File: src/rtl/agc_pkg.sv
// Shared types and helpers for the automatic level controller: gain codes,
// FSM states, ladder index <-> gain code conversion and sample magnitude.
package agc_pkg;

    localparam int SAMPLE_W = 24;
    localparam logic [SAMPLE_W-1:0] MAG_SAT    = 24'h7FFFFF;
    localparam logic [SAMPLE_W-1:0] MAG_NEG_FS = 24'h800000;

    localparam logic [2:0] IDX_MIN   = 3'd0;
    localparam logic [2:0] IDX_MAX   = 3'd4;
    localparam logic [2:0] IDX_RESET = 3'd2;

    typedef enum logic [2:0] {
        G0DB  = 3'd0,
        G6DB  = 3'd1,
        G12DB = 3'd2,
        L12DB = 3'd3,
        L6DB  = 3'd4
    } gain_code_e;

    typedef enum logic {
        ST_MEASURE = 1'b0,
        ST_DECIDE  = 1'b1
    } agc_state_e;

    // Ladder runs from -12 dB at index 0 to +12 dB at index 4.
    function automatic gain_code_e indexToCode(input logic [2:0] idx);
        case (idx)
            3'd0:    return L12DB;
            3'd1:    return L6DB;
            3'd2:    return G0DB;
            3'd3:    return G6DB;
            3'd4:    return G12DB;
            default: return G0DB;
        endcase
    endfunction

    // Codes 5-7 are not on the ladder and fall back to the 0 dB position.
    function automatic logic [2:0] codeToIndex(input logic [2:0] code);
        case (code)
            3'd3:    return 3'd0;
            3'd4:    return 3'd1;
            3'd0:    return 3'd2;
            3'd1:    return 3'd3;
            3'd2:    return 3'd4;
            default: return IDX_RESET;
        endcase
    endfunction

    // The most negative sample has no positive twin, so it saturates.
    function automatic logic [SAMPLE_W-1:0] magnitude(input logic [SAMPLE_W-1:0] x);
        if (!x[SAMPLE_W-1]) return x;
        if (x == MAG_NEG_FS) return MAG_SAT;
        return -x;
    endfunction

endpackage

File: src/rtl/agc_level_ctrl_peak_detector.sv
// Window peak detector: running max of sample magnitude, sample counter and
// window-end strobe; with AGC_FAST_CLIP_EN it also flags clipping samples.
module peak_detector
    import agc_pkg::*;
#(
    parameter int WINDOW_LEN = 4800
`ifdef AGC_FAST_CLIP_EN
    , parameter logic [SAMPLE_W-1:0] CLIP_THR = 24'h7F0000
`endif
) (
    input  logic                clk_i,
    input  logic                rst_i,
    input  logic                valid_i,
    input  logic [SAMPLE_W-1:0] data_i,
`ifdef AGC_FAST_CLIP_EN
    input  logic                clipArm_i,
    output logic                clip_o,
`endif
    output logic                winEnd_o,
    output logic [SAMPLE_W-1:0] winPeak_o
);

    localparam int CNT_W = (WINDOW_LEN > 1) ? $clog2(WINDOW_LEN) : 1;
    localparam logic [CNT_W-1:0] CNT_LAST = CNT_W'(WINDOW_LEN - 1);

    logic [SAMPLE_W-1:0] peak_q, peak_d;
    logic [CNT_W-1:0]    sampleCnt_q, sampleCnt_d;
    logic [SAMPLE_W-1:0] mag, runPeak;
    logic                lastSample, clipHit;

    always_comb begin
        mag        = magnitude(data_i);
        runPeak    = (mag > peak_q) ? mag : peak_q;
        lastSample = valid_i && (sampleCnt_q == CNT_LAST);
`ifdef AGC_FAST_CLIP_EN
        clipHit    = valid_i && clipArm_i && (mag >= CLIP_THR);
`else
        clipHit    = 1'b0;
`endif
        peak_d      = peak_q;
        sampleCnt_d = sampleCnt_q;
        // A clip restarts the window exactly like a completed window does.
        if (clipHit || lastSample) begin
            peak_d      = '0;
            sampleCnt_d = '0;
        end else if (valid_i) begin
            peak_d      = runPeak;
            sampleCnt_d = sampleCnt_q + CNT_W'(1);
        end
        winEnd_o  = lastSample && !clipHit;
        winPeak_o = runPeak;
`ifdef AGC_FAST_CLIP_EN
        clip_o    = clipHit;
`endif
    end

    always_ff @(posedge clk_i) begin
        if (rst_i) begin
            peak_q      <= '0;
            sampleCnt_q <= '0;
        end else begin
            peak_q      <= peak_d;
            sampleCnt_q <= sampleCnt_d;
        end
    end

endmodule

File: src/rtl/agc_level_ctrl.sv
// Automatic level controller producing the gain-stage select code.
// Optional fast clip reduction is enabled by defining AGC_FAST_CLIP_EN.
module agc_level_ctrl
    import agc_pkg::*;
#(
    parameter int          WINDOW_LEN = 4800,
    parameter logic [23:0] LOW_THR    = 24'h100000,
    parameter logic [23:0] HIGH_THR   = 24'h600000,
    parameter int          HOLD_WIN   = 4,
    parameter logic [23:0] CLIP_THR   = 24'h7F0000
) (
    input  logic        clk_i,
    input  logic        rst_i,
    input  logic        agc_en_i,
    input  logic [2:0]  manual_choose_i,
    input  logic        aud_valid_i,
    input  logic [23:0] data_i,
    output logic [2:0]  choose_o,
    output logic        change_o,
    output logic [23:0] peak_o
);

    localparam int HOLD_W = (HOLD_WIN > 0) ? $clog2(HOLD_WIN + 1) : 1;
    localparam logic [HOLD_W-1:0] HOLD_RELOAD = HOLD_W'(HOLD_WIN);

    agc_state_e         state_q, state_d;
    logic [2:0]         index_q, index_d;
    logic [HOLD_W-1:0]  hold_q, hold_d;
    logic [2:0]         choose_q, choose_d;
    logic               change_q, change_d;
    logic [23:0]        peak_q, peak_d;
    logic               winEnd, clipHit;
    logic [23:0]        winPeak;

    peak_detector #(
        .WINDOW_LEN(WINDOW_LEN)
`ifdef AGC_FAST_CLIP_EN
        , .CLIP_THR(CLIP_THR)
`endif
    ) u_peak (
        .clk_i     (clk_i),
        .rst_i     (rst_i),
        .valid_i   (aud_valid_i),
        .data_i    (data_i),
`ifdef AGC_FAST_CLIP_EN
        .clipArm_i (agc_en_i && (index_q != IDX_MIN)),
        .clip_o    (clipHit),
`endif
        .winEnd_o  (winEnd),
        .winPeak_o (winPeak)
    );

`ifndef AGC_FAST_CLIP_EN
    assign clipHit = 1'b0;
`endif

    always_comb begin
        state_d  = state_q;
        index_d  = index_q;
        hold_d   = hold_q;
        change_d = 1'b0;
        peak_d   = peak_q;

        if (winEnd) peak_d = winPeak;

        case (state_q)
            ST_MEASURE: if (winEnd) state_d = ST_DECIDE;
            ST_DECIDE:  state_d = winEnd ? ST_DECIDE : ST_MEASURE;
            default:    state_d = ST_MEASURE;
        endcase

        // Manual mode keeps the index tracking the operator's code so AGC resumes from it.
        if (!agc_en_i) begin
            index_d = codeToIndex(manual_choose_i);
            hold_d  = '0;
        end else if (clipHit) begin
            index_d  = index_q - 3'd1;
            hold_d   = HOLD_RELOAD;
            change_d = 1'b1;
            state_d  = ST_MEASURE;
        end else if (state_q == ST_DECIDE) begin
            if (peak_q >= HIGH_THR && index_q > IDX_MIN) begin
                index_d  = index_q - 3'd1;
                hold_d   = HOLD_RELOAD;
                change_d = 1'b1;
            end else if (peak_q < LOW_THR && index_q < IDX_MAX && hold_q == '0) begin
                index_d  = index_q + 3'd1;
                hold_d   = HOLD_RELOAD;
                change_d = 1'b1;
            end else if (hold_q != '0) begin
                hold_d = hold_q - HOLD_W'(1);
            end
        end

        choose_d = agc_en_i ? indexToCode(index_d) : manual_choose_i;
    end

    always_ff @(posedge clk_i) begin
        if (rst_i) begin
            state_q  <= ST_MEASURE;
            index_q  <= IDX_RESET;
            hold_q   <= '0;
            choose_q <= G0DB;
            change_q <= 1'b0;
            peak_q   <= '0;
        end else begin
            state_q  <= state_d;
            index_q  <= index_d;
            hold_q   <= hold_d;
            choose_q <= choose_d;
            change_q <= change_d;
            peak_q   <= peak_d;
        end
    end

    assign choose_o = choose_q;
    assign change_o = change_q;
    assign peak_o   = peak_q;

endmodule

File: config.mk
export PLATFORM = sky130hd
export DESIGN_NAME = agc_level_ctrl
export DESIGN_NICKNAME = d
export VERILOG_FILES = /design/src/rtl/agc_pkg.sv /design/src/rtl/agc_level_ctrl_peak_detector.sv /design/src/rtl/agc_level_ctrl.sv
export SDC_FILE = /design/constraint.sdc
export NUM_CORES = 1
export LEC_CHECK = 0
export ABC_AREA = 1
export BUFFER_PORTS_ARGS = -buffer_cell sky130_fd_sc_hd__buf_4
export CAP_MARGIN = 20
export CORE_MARGIN = 2
export CORE_UTILIZATION = 50
export DETAILED_ROUTE_END_ITERATION = 6
export PLACE_DENSITY = 0.74
export REMOVE_ABC_BUFFERS = 1
export SYNTH_ARGS = -nofsm -noshare
export SYNTH_HDL_FRONTEND = slang
export SYNTH_SLANG_ARGS = --single-unit
File: constraint.sdc
create_clock -name clk_i -period 3.15 [get_ports clk_i]
set_input_delay 0.1575 -clock clk_i [delete_from_list [all_inputs] [get_ports clk_i]]
set_output_delay 0.1575 -clock clk_i [all_outputs]
set_load 0.01 [all_outputs]
==> out/metrics.yaml <==
status:
  status: "complete, no violations"
clock_network:
  cts_resized: 0
  clockBufferDepth: 2
  postCtsSetupBuffers: 0
  clkLatencyLatePin_ps: 370
  cts_sinks: 72
  cts_made_buffers: 9
  cts_tree: "yes"
  h-tree-depth: 3
  path_clk_slew_ps: 90
  clock-root-buffer: "clkbuf_8"
layout:
  diodes: 0
  areaGrowthSynthToFinish_pct: 14.3
  drive_gt1_share_pct: 15.1
  final_cell_area_sq_mm: 0.00583
  fin_cells: 979
  nNetsFinal: 903
  fin_util_pct: 59.4
power_and_ir_drop:
  powerDensity_mw_per_mm2: 412
  ir_drop_mv: 0.200
  power_leakage_nw: 2.99
critical_path:
  crit_fanout: 14
  startpoint_type: "input pin"
  rrSetupSlack_ps: 910
  path_class: "in2reg"
  critPathArrivalTime_ps: 3070
  cp-end-kind: "flop"
  crit_required_ps: 3450
hold_path:
  worstHoldPathType: "in2reg"
global_routing:
  track_usage_pct: 23.7
  antenna_found_initial: 0
  grt_max_degree: 35
  grt_pass1_vias: 4846
  grt_pass1_wl_um: 21600
  overflow: 0
route:
  avgRoutedWirePerCell_um: 12.8
  routed_wl_um: 12600
  drt_iter0_markers: 237
  antenna_left: 0
  drcViolationCount: 0
  first_pass_iters: 5
  vias_per_cell: 5.18
  via_count: 5072
synth:
  synth_edf_count: 0
  synth-main-ff-cell: "dfxtp_1"
  synth_seq_cells: 72
  async_flop_share_pct: 0
  syn_area_sq_mm: 0.00510
  synth_top_area_share_pct: 28.3
  ys_top_cells_by_count: "nand2_1, inv_1, nand3_1"
  yosysWarnings: 0
  avgSynthCellArea_sq_um: 6.50
  synth.largest_area_cell: "dfxtp_1"
  ys_types: 41
  yosysMostFrequentCell: "nand2_1"
  synth.yosys.seq_area_share_pct: 28.3
  synth.area.top_cells: "dfxtp_1, nand2_1, inv_1"
  syn_inst: 785
floorplan:
  die-area_sq_mm: 0.0110
  boundaryPins: 59
  die_w_um: 105
  die_h_um: 105
  start_util_pct: 51.9
  core_region_area_sq_mm: 0.00982
  num_rows: 36
sta:
  grt_setup_unrepaired: "false"
  clock.fmax_ghz: 0.361
  worstMarginPinSlew_ps: 777
  maxSlewViolCount: 0
  final.period_utilization_pct: 88.0
  slew_headroom_pct: 48.1
  setup_violations: 0
  fin_setup_tns_ps: 0
  final-hold-violation-count: 0
  fin_skew_ps: 14.1
  layout_min_cycle_time_ps: 2770
placement:
  dpl.hpwl_um: 9680
  portBuffers: 58
  dp.cells: 962
  place.gp.congestion: 0.954
  placed_cell_area_sq_mm: 0.00560
run:
  drv_cap: 0
## power by group
part / internal, W / total, W / switching, W
clock: 0.000451 / 0.000833 / 0.000383
sequential: 0.000945 / 0.000964 / 0.0000189
combinational: 0.000225 / 0.000608 / 0.000383
total: 0.00162 / 0.00241 / 0.000785
## metrics by stage
step | hold slack [ps] | power, W | worst slack [ps]
after floorplan | 227 | 0.00139 | 210
after global placement | 391 | 0.00156 | 125
after detailed placement | 389 | 0.00158 | 27.5
after CTS | 90.8 | 0.00241 | 393
after global routing | 99.4 | 0.00254 | 46.7
final | 92.1 | 0.00241 | 379
## metal layers
layer | share of wire, % | track usage [%] | wire [um]
met1 | 45 | 29.2 | 5670
met2 | 48 | 40.4 | 6030
met3 | 4.2 | 4.24 | 523
met4 | 2.6 | 10.0 | 325
met5 | 0 | 0 | 0
## repair_timing
action                                  CTS  global route
hold buffers                              1             0
endpoints found under the setup margin    0             0
hold endpoints to repair                  1             0
## state kept, by name, summed over array words and instances (netlist names)
name                cells
u_peak.sampleCnt_q     13
hold_q                  3
change_o                1
state_q                 1
choose_o                3
peak_o                 24
u_peak.peak_q          24
index_q                 3
## cell usage in the layout (no fill, tap or decap), types with 2 or more instances in the layout
cell	Yosys	layout
clkinv_4	0	2
nor2_4	3	3
xor2_1	3	3
nand3b_1	6	6
ha_1	31	31
or2_2	3	3
nand4_1	8	8
bufinv_16	0	2
nand2_1	250	250
nand3_4	11	11
nand2_2	2	2
nor3_1	6	6
clkbuf_8	1	9
inv_1	112	112
nand3_2	11	11
inv_2	9	9
nor2_2	2	2
dfxtp_1	72	72
nand3_1	79	79
buf_4	4	69
a21oi_1	48	48
o21ai_1	7	7
o211ai_1	2	2
nor2_1	54	54
xnor2_1	4	4
o21ai_0	20	20
o21bai_1	5	5
o21a_1	2	2
## cell families after synthesis
group	after synthesis	share of synthesized area, %
buffers and inverters	146	12.5
XOR/XNOR	7	1.20
AO/OA/AOI/OAI	87	9.12
adder cells (fa/ha/maj)	31	7.60
AND/OR/NAND/NOR	442	41.3
flip-flops	72	28.3
## final cells by class
type                       count  area [sq um]
sequential                    72          1440
inverter                     121           454
fill                         955          3990
multi-input combinational    567          3020
clock buffer                  10           128
tap                          133           166
clock inverter                 6          91.3
timing repair buffer          70           528
## worst max-delay path: stages
cell and delay [ps]:
buf_4 100, inv_1 100, ha_1 210, nand3_2 150, nor2_4 190, nand3_1 150, nand2_1 180, nand2_1 80
nand2_1 70, nand3_1 80, ha_1 290, nand2_1 60, nor2_1 150, nand2_1 100, inv_2 60, nand3_1 80
inv_1 60, nand2_1 80, nand3_4 80, buf_4 230, nand3_1 150, nand2_1 100, nand2_1 70, o21ai_0 90
## path summary, 6_finish.rpt
| path | start | end | cells past startpoint |
|---|---|---|---|
| max reg2reg | u_peak.sampleCnt_q[9] | u_peak.peak_q[9] | 10 |
| min reg2reg | peak_o[1] | peak_o[1] | 2 |
| max | data_i[0] | peak_o[23] | 24 |
| min | manual_choose_i[1] | choose_o[1] | 3 |
No activity file was read; power rests on OpenSTA's default activity.
